==> src/rtl/reservation_station.sv <==
// Reservation station: holds issued ops until both operands are available,
// wakes them up from ALU/LSB broadcasts and dispatches one ready op per cycle.
module reservation_station #(
  parameter int RS_SIZE = 8
) (
  input  logic        clk_in,
  input  logic        rst_in,
  input  logic        rdy_in,
  input  logic        flush_in,
  input  logic        issue_valid,
  input  logic [6:0]  issue_opcode,
  input  logic [31:0] issue_pc,
  input  logic [31:0] issue_imm,
  input  logic [31:0] issue_vj,
  input  logic [31:0] issue_vk,
  input  logic        issue_qj_busy,
  input  logic        issue_qk_busy,
  input  logic [4:0]  issue_qj,
  input  logic [4:0]  issue_qk,
  input  logic [4:0]  issue_dest,
  input  logic        alu_valid,
  input  logic [4:0]  alu_name,
  input  logic [31:0] alu_value,
  input  logic        lsb_valid,
  input  logic [4:0]  lsb_name,
  input  logic [31:0] lsb_value,
  output logic        rs_full,
  output logic [6:0]  exe_opcode,
  output logic [31:0] exe_pc,
  output logic [31:0] exe_rs1,
  output logic [31:0] exe_rs2,
  output logic [31:0] exe_imm,
  output logic [4:0]  exe_calc_name
);

  localparam int IW = (RS_SIZE > 1) ? $clog2(RS_SIZE) : 1;

  logic [RS_SIZE-1:0] busy;
  logic [RS_SIZE-1:0] qj_busy;
  logic [RS_SIZE-1:0] qk_busy;
  logic [6:0]         opcode [RS_SIZE];
  logic [31:0]        pc     [RS_SIZE];
  logic [31:0]        imm    [RS_SIZE];
  logic [31:0]        vj     [RS_SIZE];
  logic [31:0]        vk     [RS_SIZE];
  logic [4:0]         qj     [RS_SIZE];
  logic [4:0]         qk     [RS_SIZE];
  logic [4:0]         dest   [RS_SIZE];

  logic          free_found;
  logic [IW-1:0] free_idx;
  logic          ready_found;
  logic [IW-1:0] ready_idx;
  logic          issue_ok;

  logic [31:0]   new_vj;
  logic [31:0]   new_vk;
  logic          new_qj_busy;
  logic          new_qk_busy;

  assign rs_full  = &busy;
  assign issue_ok = issue_valid && !rs_full;

  // Lowest-index free slot; descending scan lets the lowest index win.
  always_comb begin
    free_found = 1'b0;
    free_idx   = '0;
    for (int i = RS_SIZE - 1; i >= 0; i--) begin
      if (!busy[i]) begin
        free_found = 1'b1;
        free_idx   = IW'(i);
      end
    end
  end

  // Lowest-index entry whose registered operands are both available.
  always_comb begin
    ready_found = 1'b0;
    ready_idx   = '0;
    for (int i = RS_SIZE - 1; i >= 0; i--) begin
      if (busy[i] && !qj_busy[i] && !qk_busy[i]) begin
        ready_found = 1'b1;
        ready_idx   = IW'(i);
      end
    end
  end

  // Same-cycle bypass of broadcasts into the operands being issued.
  always_comb begin
    new_vj      = issue_vj;
    new_qj_busy = issue_qj_busy;
    new_vk      = issue_vk;
    new_qk_busy = issue_qk_busy;
    if (issue_qj_busy) begin
      if (alu_valid && alu_name == issue_qj) begin
        new_vj      = alu_value;
        new_qj_busy = 1'b0;
      end else if (lsb_valid && lsb_name == issue_qj) begin
        new_vj      = lsb_value;
        new_qj_busy = 1'b0;
      end
    end
    if (issue_qk_busy) begin
      if (alu_valid && alu_name == issue_qk) begin
        new_vk      = alu_value;
        new_qk_busy = 1'b0;
      end else if (lsb_valid && lsb_name == issue_qk) begin
        new_vk      = lsb_value;
        new_qk_busy = 1'b0;
      end
    end
  end

  // Entry state: flush clears, otherwise wakeup, dispatch release and issue.
  always_ff @(posedge clk_in or posedge rst_in) begin
    if (rst_in) begin
      busy    <= '0;
      qj_busy <= '0;
      qk_busy <= '0;
      for (int i = 0; i < RS_SIZE; i++) begin
        opcode[i] <= '0;
        pc[i]     <= '0;
        imm[i]    <= '0;
        vj[i]     <= '0;
        vk[i]     <= '0;
        qj[i]     <= '0;
        qk[i]     <= '0;
        dest[i]   <= '0;
      end
    end else if (rdy_in) begin
      if (flush_in) begin
        busy <= '0;
      end else begin
        for (int i = 0; i < RS_SIZE; i++) begin
          if (busy[i] && qj_busy[i]) begin
            if (alu_valid && alu_name == qj[i]) begin
              vj[i]      <= alu_value;
              qj_busy[i] <= 1'b0;
            end else if (lsb_valid && lsb_name == qj[i]) begin
              vj[i]      <= lsb_value;
              qj_busy[i] <= 1'b0;
            end
          end
          if (busy[i] && qk_busy[i]) begin
            if (alu_valid && alu_name == qk[i]) begin
              vk[i]      <= alu_value;
              qk_busy[i] <= 1'b0;
            end else if (lsb_valid && lsb_name == qk[i]) begin
              vk[i]      <= lsb_value;
              qk_busy[i] <= 1'b0;
            end
          end
        end
        if (ready_found) begin
          busy[ready_idx] <= 1'b0;
        end
        if (issue_ok && free_found) begin
          busy[free_idx]    <= 1'b1;
          opcode[free_idx]  <= issue_opcode;
          pc[free_idx]      <= issue_pc;
          imm[free_idx]     <= issue_imm;
          vj[free_idx]      <= new_vj;
          vk[free_idx]      <= new_vk;
          qj_busy[free_idx] <= new_qj_busy;
          qk_busy[free_idx] <= new_qk_busy;
          qj[free_idx]      <= issue_qj;
          qk[free_idx]      <= issue_qk;
          dest[free_idx]    <= issue_dest;
        end
      end
    end
  end

  // Dispatch register: opcode 0 marks an idle cycle, payload holds.
  always_ff @(posedge clk_in or posedge rst_in) begin
    if (rst_in) begin
      exe_opcode    <= '0;
      exe_pc        <= '0;
      exe_rs1       <= '0;
      exe_rs2       <= '0;
      exe_imm       <= '0;
      exe_calc_name <= '0;
    end else if (rdy_in) begin
      if (flush_in || !ready_found) begin
        exe_opcode <= '0;
      end else begin
        exe_opcode    <= opcode[ready_idx];
        exe_pc        <= pc[ready_idx];
        exe_rs1       <= vj[ready_idx];
        exe_rs2       <= vk[ready_idx];
        exe_imm       <= imm[ready_idx];
        exe_calc_name <= dest[ready_idx];
      end
    end
  end

endmodule

==> config.mk <==
export PLATFORM = sky130hd
export DESIGN_NAME = reservation_station
export DESIGN_NICKNAME = d
export VERILOG_FILES = /design/src/rtl/reservation_station.sv
export SDC_FILE = /design/constraint.sdc
export NUM_CORES = 2
export LEC_CHECK = 0
export CAP_MARGIN = 15
export CORE_MARGIN = 5
export CORE_UTILIZATION = 35
export DETAILED_ROUTE_END_ITERATION = 8
export SETUP_SLACK_MARGIN = 0.2
export SLEW_MARGIN = 20
export SYNTH_ARGS = -nofsm -noshare
export SYNTH_HDL_FRONTEND = slang
export SYNTH_SLANG_ARGS = --single-unit
==> constraint.sdc <==
create_clock -name clk_in -period 120.2 [get_ports clk_in]
set_input_delay 24.04 -clock clk_in [delete_from_list [all_inputs] [get_ports clk_in]]
set_output_delay 24.04 -clock clk_in [all_outputs]
set_load 0.005 [all_outputs]
Word-level counts from Yosys, hierarchy flattened. Index checks and enable logic that the tools add are counted. Widths: inputs -> output; s select.

$add $sub $neg: 0. $mul: 0. Div/mod/pow operators: 0. $lt $le $gt $ge: 7. Eq/ne operators: 36. Shift operators: 0. Muxes and demuxes: 252. Bitwise logic cells: 7. Reduce and logical (&&, ||, !) cells: 96.

Operator list (number): $mux 32 (95); $bwmux 256 (4); $mux 256 (2); $bmux 32 s3 (4); $eq 5x5->1 (36); $bwmux 40 (3); $mux 1 (104); $demux 32 s3 (1); $logic_and 1x1->1 (73); $bwmux 56 (1); $mux 8 (7); $mux 3 (16); $mux 7 (4); $bmux 7 s3 (1); $demux 7 s3 (1); $logic_not 1->1 (18); $bwmux 8 (2); $bmux 5 s3 (1); $demux 5 s3 (1); $mux 5 (3); $and 8x8->8 (1); $ge 4x4->1 const B (2); $lt 3x4->1 const B (2); $not 3->4 (2); 10 further kinds (14).

Register bits: 1364. Bits in latches: 0. Memory bits (writable): 0. Bits in read-only memories: 0. Input bits: 233. Output and inout port bits: 141. Word-level logic and storage cells: 471. Memories kept: 0.

Depth between registers and ports, before layout.
Depth after elaboration: 23. Depth in mapped cells: 11. Gate-level depth less buffers: 6.

Worst setup path before layout. OpenSTA, ideal clock, no wires.

Path kind: input to register. Start point: input lsb_name[4]. End point: register vk[12] (netlist bit). Setup time: 133 ps. Arrival: 25806 ps. Required time: 120067 ps. Setup slack: 94260 ps. Stages: 9. Buffers on the path: 3. Path through: buf_2 > buf_2 > xor2_1 > nor4_1 > nand3_1 > nand2b_1 > clkbuf_1 > o2111ai_1 > nand3_1.

Word-level cells in the longest chain between the ends: 9. Elaborated cells on any way between the ends: 14. Classes of those cells: 2 x eq/ne; 10 x mux; 2 x reduce/logical.

Ends and longest elaborated chain: from (decl) (line 25) `input logic [4:0] lsb_name,`; $eq 5x5->1 (line 148) `end else if (lsb_valid && lsb_name == qk[i]) begin`; $logic_and 1x1->1 (line 148); $mux 32 (line 148); $mux 32 (line 145) `if (alu_valid && alu_name == qk[i]) begin`; $mux 32 (line 144) `if (busy[i] && qk_busy[i]) begin`; $mux 32 (line 131) `if (flush_in) begin`; $mux 32 (line 130) `end else if (rdy_in) begin`; $bwmux 256 (line 163) `vk[free_idx] <= new_vk;`; $mux 256 (*) (line 157) `if (issue_ok && free_found) begin`; to (signal, indexed assignment) (line 146) `vk[i] <= alu_value;`; to (signal, indexed assignment) (line 149) `vk[i] <= lsb_value;`; to (signal, indexed assignment) (line 163); to (decl) (line 45) `logic [31:0] vk [RS_SIZE];`.

Every way passes the cells marked *; elsewhere a longest branch is shown, timed or not. The select of a mux whose other input is x is not followed. A chain may end at the register's enable or synchronous reset.

==> impl_metrics.csv <==
group,metric,value,unit
setup_path,cp_max_fo,162,
cts,ctsHoldBuffers,0,
detailed_routing,postRouteWirelength,319,mm
detailed_routing,drt_iter0_markers,11606,
floorplanning,fp.dieW,466,µm
global_routing,grt_antenna_before_repair,47,
logic_synthesis,ys_async_sr_fraction,1.00,
logic_synthesis,synth_edf_count,0,
logic_synthesis,yosysSeqAreaShare,0.470,
floorplanning,num_rows,167,
global_routing,grt_pass1_vias,68635,
cts,numClockSinks,1364,
setup_path,endpoint_kind,"asynchronous set/reset pin",
pwr,total_power,1.31,mW
floorplanning,ioPinCount,374,
global_routing,grt_overflow,0,
logic_synthesis,yosysTopAreaCellShare,0.470,
logic_synthesis,synth_nets,7949,
detailed_routing,vias_per_cell,6.60,
cells_and_area,area_growth,15.2,%
cells_and_area,nets,7822,
pwr,power_density,15.7,nW/µm²
logic_synthesis,syn_area,72600,µm²
logic_synthesis,ys_ff_latch,1364,
cts,clkTransAtPathRegs,0.06,ns
cts,ctsResizeCount,0,
detailed_routing,routedWlPerCell,30.6,µm
detailed_routing,vias,68887,
logic_synthesis,netlist_top_cells_count,"dfrtp_1 (1364), nand2_1 (1156), clkbuf_1 (587)",
cells_and_area,drive_above_1_share,0.129,
placed_design,hpwl,177,mm
timing,min_period,27.69,ns
timing,tightest_slew,1.24,ns
logic_synthesis,syn_inst,7716,
pwr,p_leak,36.1,nW
logic_synthesis,synthFlopType,"dfrtp_1",
cts,worst_skew_pair.late_latency,0.84,ns
timing,finalMaxSlewViolations,0,
setup_path,required,121.13,ns
cts,post_cts_buffers,0,
timing,hold_slack,0.465,ns
floorplanning,start_util,0.351,
setup_path,critPathMaxStageDelay,0.88,ns
job,max_cap_viol_count,0,
timing,period_share,0.230,
logic_synthesis,synth_area_leaders,"dfrtp_1 (47%), nand2_1 (6.0%), mux2_2 (5.6%)",
cts,cts_buffer_depth,3,
logic_synthesis,avgSynthCellArea,9.41,µm²
timing,tns,0,ns
detailed_routing,drc_errors,47,
global_routing,grt_max_degree,195,
cts,h-tree-depth,4,
setup_path,crit_path_cell_trace,"clkdlybuf4s50_1 -> clkinv_8 -> buf_4 -> buf_12 -> buf_6 -> buf_12 -> buf_16",
floorplanning,die_area,217000,µm²
cts,cts_root_buf,"clkbuf_16",
timing,rsz0062_at_grt,"false",
detailed_routing,antenna_left,0,
global_routing,grt_first_pass_wirelength,464,mm
floorplanning,coreArea,207000,µm²
timing,clock_skew,0.0524,ns
timing,fin_ws,92.51,ns
placed_design,port_buffers,373,
timing,setup_viol,0,
timing,finalHoldViolCount,0,
logic_synthesis,yosysMostFrequentCell,"dfrtp_1",
run_status,status,"finished, violations left",
placed_design,post-place-ws,90.94,ns
detailed_routing,drtPass1Iterations,9,
global_routing,grtUsageTotal,0.281,
setup_path,critPathKind,"in -> async",
cts,cts_inserted_buffers,155,
logic_synthesis,ys_types,76,
logic_synthesis,yosys.area.top_type,"dfrtp_1",
timing,maxSlewHeadroom,0.168,
placed_design,gp_congestion,0.903,
setup_path,critPathArrivalTime,28.62,ns
setup_path,cp-start-kind,"input pin",
pwr,ir_drop,0.0000136,V
cts,tritoncts,"done",
floorplanning,dieHeight,466,µm
setup_path,crit_path_frequent_cell,"buf_12",
setup_path,critPathSlowestCell,"buf_4",
logic_synthesis,yosys_warnings,0,
timing,clock.fmax,36.1,MHz
run_status,failed_checks,"design-rule violations",
worst_hold_path,hold_path.class,"reg -> reg",
[cell families (layout without fill, tap and decap cells)]
kind of cell,after synthesis,in the layout,share of synthesized area
compound gates,2436,2436,0.257
xor+xnor,180,180,0.0217
buf+inv,1337,1335,0.0745
flops,1364,1364,0.470
mux,365,365,0.0565
other cells,0,17,0
simple gates,2034,2034,0.120
[cells in the final DEF, fill, tap and decap left out, drive strengths merged, types with 8 or more instances in the layout]
cell type      count
a2111oi           50
a21o               8
a21oi            390
a221o             69
a221oi           170
a222oi           224
a22o             139
a22oi             26
a31oi            190
and2              42
and3              31
buf              209
bufinv             9
clkbuf           236
clkdlybuf4s50    373
clkinv            29
dfrtp           1364
diode             17
inv              474
mux2             362
nand2           1158
nand2b            34
nand3            215
nand4             21
nor2             258
nor3             214
nor3b             12
nor4              21
o2111ai           33
o211ai            19
o21a               9
o21ai            243
o221ai           111
o22a              86
o22ai            322
o31ai            160
o32ai            156
or2               15
xnor2            100
xor2              80
[final timing paths]
check | from | endpoint | slack [ns] | depth (start not counted)
min in group asynchronous | rst_in | qj[16]$_DFFE_PP0P_ | 23.78 | 2
max reg2reg | busy[0]$_DFFE_PP0P_ | exe_rs2[28]$_DFFE_PP0P_ | 114.96 | 7
min reg2reg | opcode[20]$_DFFE_PP0P_ | opcode[20]$_DFFE_PP0P_ | 0.47 | 2
min | opcode[20]$_DFFE_PP0P_ | opcode[20]$_DFFE_PP0P_ | 0.47 | 2
max | rst_in | exe_imm[26]$_DFFE_PP0P_ | 92.51 | 7
max in group clk_in | alu_name[3] | vk[254]$_DFFE_PP0P_ | 92.54 | 9
[report_power, final]
part | internal (mW) | switching (mW)
Sequential | 0.527 | 0.0449
Clock | 0.285 | 0.210
Combinational | 0.113 | 0.135
[state kept, by name, indices dropped and copies added (netlist names), 40 cells and up]
name,cells
vk,256
qk,40
opcode,56
pc,256
qj,40
dest,40
imm,256
vj,256
[critical path, delay by kind of cell]
kind,cells,cell delay (ns)
buffers and inverters,7,4.24
[layout make-up]
type | count | area [µm²]
Sequential cell | 1364 | 34100
Multi-Input combinational cell | 5015 | 33400
Tap cell | 2704 | 3380
Clock buffer | 236 | 4590
Clock inverter | 46 | 697
Inverter | 471 | 1780
Antenna cell | 17 | 42.5
Fill cell | 20237 | 123000
Timing Repair Buffer | 582 | 5580
[per-stage QoR]
step | util | std cells | instance area, µm²
finish | 0.404 | 10435 | 83600
CTS | 0.403 | 10415 | 83500
floorplan | - | 7716 | 72600
global placement | 0.377 | 10129 | 78100
global route | 0.404 | 10422 | 83600
detailed placement | 0.378 | 10133 | 78200
[metal layers]
layer  global-route usage  vias up  share of wire  wire length [µm]
li1                     -    28150              -                 -
met1                0.357    34230           0.38            120000
met2                0.410     5300           0.42            135000
met3                0.110     1159           0.14             44000
met4                0.152       48          0.060             19100
met5              0.00812        -         0.0015               470
Note: power is estimated with default switching activity, not from simulation.
